[config.mk]
export PLATFORM = sky130hd
export DESIGN_NAME = pipeline_adder_result_buffer
export DESIGN_NICKNAME = d
export VERILOG_FILES = /design/src/rtl/pipeline_adder_pkg.sv /design/src/rtl/result_fifo.sv /design/src/rtl/pipeline_adder_result_buffer.sv
export SDC_FILE = /design/constraint.sdc
export NUM_CORES = 1
export LEC_CHECK = 0
export BUFFER_PORTS_ARGS = -buffer_cell sky130_fd_sc_hd__buf_2
export CORE_ASPECT_RATIO = 1.2
export CORE_MARGIN = 1.5
export CORE_UTILIZATION = 53
export DETAILED_ROUTE_END_ITERATION = 10
export GPL_TIMING_DRIVEN = 0
export HOLD_SLACK_MARGIN = 0.08
export PLACE_DENSITY = 0.81
export SKIP_CTS_REPAIR_TIMING = 1
export SKIP_LAST_GASP = 1
export SLEW_MARGIN = 0
export SYNTH_ARGS = -nofsm -noshare
export SYNTH_HDL_FRONTEND = slang
export SYNTH_SLANG_ARGS = --single-unit
export TNS_END_PERCENT = 30
[constraint.sdc]
create_clock -name clk -period 1.6 [get_ports clk]
set_input_delay 0 -clock clk [delete_from_list [all_inputs] [get_ports clk]]
set_output_delay 0 -clock clk [all_outputs]
set_load 0.01 [all_outputs]
[src/rtl/pipeline_adder_pkg.sv]
// Shared types and constants for the pipelined adder and its result buffer.
package pipeline_adder_pkg;

  localparam int unsigned ADD_WIDTH   = 64;
  localparam int unsigned ADD_LATENCY = 2;   // must match the adder's register banks
  localparam int unsigned ADD_TAG_W   = 4;

  // One completed add as it sits in the result FIFO
  typedef struct packed {
    logic [ADD_WIDTH-1:0] sum;
    logic                 cout;
    logic [ADD_TAG_W-1:0] tag;
  } add_result_t;

endpackage

[src/rtl/result_fifo.sv]
// Result FIFO: DEPTH entries (power of 2), wrapping pointers, occupancy count.
// A pop against an empty FIFO is ignored; a push into a full FIFO without a
// matching pop cannot happen when fed through the credit logic upstream.
module result_fifo
  import pipeline_adder_pkg::*;
#(
  parameter int unsigned DEPTH   = 4,
  parameter type         entry_t = add_result_t,
  localparam int unsigned CNT_W  = $clog2(DEPTH) + 1
) (
  input  logic             clk,
  input  logic             rst_n,
  input  logic             push_i,
  input  entry_t           push_data_i,
  input  logic             pop_i,
  output entry_t           head_o,
  output logic [CNT_W-1:0] count_o
);

  localparam int unsigned PTR_W = (DEPTH > 1) ? $clog2(DEPTH) : 1;

  entry_t           mem_q [DEPTH];
  logic [PTR_W-1:0] wr_ptr_q, wr_ptr_d;
  logic [PTR_W-1:0] rd_ptr_q, rd_ptr_d;
  logic [CNT_W-1:0] count_q, count_d;
  logic             pop_ok;

  assign pop_ok  = pop_i && (count_q != '0);
  assign head_o  = mem_q[rd_ptr_q];
  assign count_o = count_q;

  // Pointer and count next-state; simultaneous push+pop leaves count unchanged
  always_comb begin
    wr_ptr_d = wr_ptr_q;
    rd_ptr_d = rd_ptr_q;
    count_d  = count_q;
    if (push_i) wr_ptr_d = wr_ptr_q + PTR_W'(1);
    if (pop_ok) rd_ptr_d = rd_ptr_q + PTR_W'(1);
    case ({push_i, pop_ok})
      2'b10:   count_d = count_q + CNT_W'(1);
      2'b01:   count_d = count_q - CNT_W'(1);
      default: count_d = count_q;
    endcase
  end

  // Pointer and count registers
  always_ff @(posedge clk or negedge rst_n) begin
    if (!rst_n) begin
      wr_ptr_q <= '0;
      rd_ptr_q <= '0;
      count_q  <= '0;
    end else begin
      wr_ptr_q <= wr_ptr_d;
      rd_ptr_q <= rd_ptr_d;
      count_q  <= count_d;
    end
  end

  // Entry storage, cleared on reset so the idle head reads as zero
  always_ff @(posedge clk or negedge rst_n) begin
    if (!rst_n) begin
      for (int i = 0; i < int'(DEPTH); i++) mem_q[i] <= '0;
    end else if (push_i) begin
      mem_q[wr_ptr_q] <= push_data_i;
    end
  end

  // Overflow would mean the credit accounting upstream is broken
  no_overflow_a: assert property (@(posedge clk) disable iff (!rst_n)
    !(push_i && !pop_ok && (count_q == CNT_W'(DEPTH))));

endmodule

[src/rtl/pipeline_adder_result_buffer.sv]
// Result buffer behind the pipelined adder: tracks issued adds in a valid/tag
// shadow pipe matching the adder latency, captures sum/cout into a FIFO and
// grants in_ready only when a FIFO slot is guaranteed for every add in flight.
// Optional: define ADDER_BUF_LEVEL_EN to expose level = count + inflight.
module pipeline_adder_result_buffer
  import pipeline_adder_pkg::*;
#(
  parameter int unsigned WIDTH   = ADD_WIDTH,
  parameter int unsigned LATENCY = ADD_LATENCY,
  parameter int unsigned DEPTH   = 4,
  parameter int unsigned TAG_W   = ADD_TAG_W,
  localparam int unsigned LVL_W  = $clog2(DEPTH) + 1
) (
  input  logic             clk,
  input  logic             rst_n,
  input  logic             in_valid,
  output logic             in_ready,
  input  logic [TAG_W-1:0] in_tag,
  input  logic [WIDTH-1:0] add_sum,
  input  logic             add_cout,
  output logic             out_valid,
  input  logic             out_ready,
  output logic [WIDTH-1:0] out_sum,
  output logic             out_cout,
  output logic [TAG_W-1:0] out_tag
`ifdef ADDER_BUF_LEVEL_EN
  ,
  output logic [LVL_W-1:0] level
`endif
);

  logic [LATENCY-1:0] sh_vld_q, sh_vld_d;
  logic [TAG_W-1:0]   sh_tag_q [LATENCY];
  logic [TAG_W-1:0]   sh_tag_d [LATENCY];
  logic [LVL_W-1:0]   inflight;
  logic [LVL_W-1:0]   occupancy;
  logic [LVL_W-1:0]   count;
  logic               issue;
  logic               push;
  logic               pop;
  add_result_t        push_data;
  add_result_t        head;

  assign issue = in_valid && in_ready;
  assign push  = sh_vld_q[LATENCY-1];
  assign pop   = out_valid && out_ready;

  // Shadow pipe shift: stage 0 takes this cycle's issue, others follow the adder
  always_comb begin
    sh_vld_d    = sh_vld_q;
    sh_tag_d    = sh_tag_q;
    sh_vld_d[0] = issue;
    sh_tag_d[0] = in_tag;
    for (int i = 1; i < int'(LATENCY); i++) begin
      sh_vld_d[i] = sh_vld_q[i-1];
      sh_tag_d[i] = sh_tag_q[i-1];
    end
  end

  // Shadow pipe registers; reset drops anything the adder still has in flight
  always_ff @(posedge clk or negedge rst_n) begin
    if (!rst_n) begin
      sh_vld_q <= '0;
      for (int i = 0; i < int'(LATENCY); i++) sh_tag_q[i] <= '0;
    end else begin
      sh_vld_q <= sh_vld_d;
      sh_tag_q <= sh_tag_d;
    end
  end

  // Credit accounting from registered state only, so out_ready never reaches in_ready
  always_comb begin
    inflight = '0;
    for (int i = 0; i < int'(LATENCY); i++) inflight = inflight + LVL_W'(sh_vld_q[i]);
    occupancy = count + inflight;
    in_ready  = (occupancy < LVL_W'(DEPTH));
  end

  // Pair the adder output with the tag that travelled alongside it
  always_comb begin
    push_data.sum  = add_sum;
    push_data.cout = add_cout;
    push_data.tag  = sh_tag_q[LATENCY-1];
  end

  result_fifo #(
    .DEPTH (DEPTH)
  ) u_fifo (
    .clk         (clk),
    .rst_n       (rst_n),
    .push_i      (push),
    .push_data_i (push_data),
    .pop_i       (pop),
    .head_o      (head),
    .count_o     (count)
  );

  assign out_valid = (count != '0);
  assign out_sum   = head.sum;
  assign out_cout  = head.cout;
  assign out_tag   = head.tag;

`ifdef ADDER_BUF_LEVEL_EN
  assign level = occupancy;
`endif

endmodule

==> run_results.csv <==
group,metric,value,unit
sta,max_slew_margin,0.567,
cts,clock_sinks,293,
critical_path,crit_arrival,1.97,ns
detailed_routing,wl_per_cell,19.9,um
layout,drive_gt1_frac,0.612,
global_routing,grt_util_all_layers,0.214,
sta,finalSetupTns,-25.89,ns
critical_path,crit_chain,"buf_12 -> buf_12 -> mux4_2 -> buf_2",
critical_path,slowest_delay,0.53,ns
logic_synthesis,synthCells,719,
sta,worstMarginPinSlew,0.649,ns
critical_path,crit_end,"out_sum[1]",
cts,clock_path_buffers,3,
place,dp_slack,-0.157,ns
critical_path,r2r-start,"u_fifo.count_o[0]",
critical_path,reg2regPathDepth,7,
logic_synthesis,synth-seq-area-share,0.574,
sta,period_share,1.23,
die,die_x,145,um
place,place_area,0.0140,mm^2
detailed_routing,vias,7186,
global_routing,grt_pass1_vias,7527,
layout,syn_to_final_growth,25.3,%
detailed_routing,drt-initial-drc-count,317,
critical_path,cp-end-kind,"primary output",
cts,cts-root-buf,"clkbuf_16",
critical_path,path_class,"reg2out",
min_path,holdCritPathClass,"in2async",
sta,timing.fmax,0.509,GHz
logic_synthesis,ys_types,25,
layout,postLayoutCellArea,0.0160,mm^2
cts,insertion_delay,0.55,ns
sta,rsz0062_at_grt,"true",
logic_synthesis,ys_seq_elements,293,
place,gp_congestion,0.725,
critical_path,reg2reg_slack,-0.08,ns
sta,whs,-0.0544,ns
die,io_pins,144,
place,io_buffers,143,
global_routing,grt_max_degree,127,
status,violations,"negative hold slack, negative setup slack",
sta,fin_worst_skew,0.0119,ns
power,power.leakage,7.11,nW
global_routing,antenna_found_initial,0,
logic_synthesis,synth_area,0.0128,mm^2
place,dp_cells,1184,
die,die-area,0.0250,mm^2
die,fp.dieH,173,um
status,outcome,"finished with violations",
critical_path,crit_required,1.60,ns
critical_path,critPathLaunch,"u_fifo.rd_ptr_q[0]",
power,p_per_area,2210,mW/mm^2
logic_synthesis,avgSynthCellArea,17.8,um^2
detailed_routing,ant_nets,0,
critical_path,cp_common_cell,"buf_12",
logic_synthesis,yosysWarnings,0,
critical_path,crit_slowest_cell,"mux4_2",
die,num_rows,62,
sta,drv_slew,0,
place,hpwl,16.6,mm
sta,setup_viol,205,
power,power,35.3,mW
layout,final_cell_count_no_fill,1319,
critical_path,regToRegEndpoint,"u_fifo.count_o[2]",
global_routing,grt_pass1_wl,41.1,mm
cts,path_clk_slew,0.06,ns
layout,n_antenna_cell,0,
detailed_routing,via_per_inst,5.45,
global_routing,grt-ovfl-total,0,
cts,cts_tree,"yes",
die,start_util,0.536,
detailed_routing,drt_pass1_iterations,4,
logic_synthesis,synth_nets,799,
critical_path,startpoint_type,"flop",
cts,cts_max_level,1,
sta,report.final.hold_viol_count,43,
critical_path,cp_max_fo,10,
detailed_routing,routed_wl,26.3,mm
run,maxCapViolCount,0,
power,ir_worst_vdd,0.00132,V
sta,setup_ws,-0.366,ns
layout,nNetsFinal,1057,
die,core_area,0.0238,mm^2
cts,numCtsBuffers,30,
sta,fin_crit,1.97,ns
detailed_routing,drc,0,
## kinds of logic after synthesis
kind of cell / after synthesis / synth area share
xor+xnor: 6 / 0.00412
flops: 293 / 0.574
buf+inv: 51 / 0.0273
simple gates: 12 / 0.00657
mux: 346 / 0.378
fa+ha+maj: 7 / 0.00745
compound gates: 4 / 0.00235
## report_power, final
group | internal [mW] | switching [mW]
sequential | 11.2 | 1.92
clock | 4.21 | 2.83
combinational | 9.10 | 6.04
## worst max-delay path: cells and delay by family (launching register included)
| kind | cells | cell delay [ns] |
|---|---|---|
| buffers and inverters | 3 | 0.50 |
| DFF | 1 | 0.38 |
| muxes | 1 | 0.53 |
## stage by stage
step            util  hold WS, ns
2_1_floorplan      -       -0.296
3_3_place_gp   0.583        0.109
3_5_place_dp   0.586      -0.0713
4_1_cts        0.628       -0.658
5_1_grt        0.671      -0.0350
6_report       0.671      -0.0544
## final cells by class
cell class / count / area [um^2]
Clock buffer: 44 / 905
Multi-Input combinational cell: 375 / 5140
Fill cell: 1654 / 7830
Tap cell: 320 / 400
Clock inverter: 10 / 104
Inverter: 6 / 22.5
Timing Repair Buffer: 227 / 1640
Sequential cell: 293 / 7340
Buffer: 44 / 447
## placed cells by master (no fill, tap or decap), drive strengths merged, types with 2 or more instances in the layout
cell         count
bufinv           2
mux4            69
mux2           276
nand2            7
clkinv           7
inv              7
dlygate4sd3     72
ha               6
buf            190
xnor2            2
dfrtp          293
xor2             4
clkbuf          53
## state kept, by name, indices dropped and copies added (netlist names)
name and cells:
sh_tag_d 4, sh_vld_q 2, u_fifo.mem_q 276, u_fifo.rd_ptr_q 2, u_fifo.wr_ptr_q 2, u_fifo.count_o 3, push_data 4
## worst min-delay path by stage
stage,from,endpoint,slack [ns],depth (start not counted)
4_1_cts,rst_n,u_fifo.mem_q[246],-0.66,1
2_1_floorplan,rst_n,push_data[0],-0.30,0
3_5_place_dp,rst_n,u_fifo.mem_q[113],-0.07,1
3_3_place_gp,in_tag[1],sh_tag_d[1],0.11,1
5_1_grt,rst_n,u_fifo.mem_q[253],-0.04,2
6_report,rst_n,u_fifo.mem_q[253],-0.05,2
## Yosys cell counts, drive strengths merged
cell,number,area share
xor2,4,0.0027
ha,6,0.0059
fa,1,0.0016
or3,1,0.00049
mux2,276,0.26
and2,1,0.00049
inv,6,0.0018
xnor2,2,0.0014
a21o,1,0.00059
buf,44,0.025
nand2,7,0.0044
o21ai,1,0.00039
nor2,1,0.00029
clkbuf,1,0.00029
o31a,1,0.00069
dfrtp,293,0.57
a32oi,1,0.00069
nand3,1,0.00039
nor2b,1,0.00049
mux2i,1,0.00078
mux4,69,0.12
## per-layer routing
metal / vias to the layer above / global-route usage / wire (um)
met2: 142 / 0.355 / 13500
met5: - / 0 / 0
li1: 3199 / - / -
met3: 24 / 0.0402 / 1310
met4: 0 / 0.0551 / 320
met1: 3821 / 0.292 / 11200
Power figures use the tool's default switching activity.
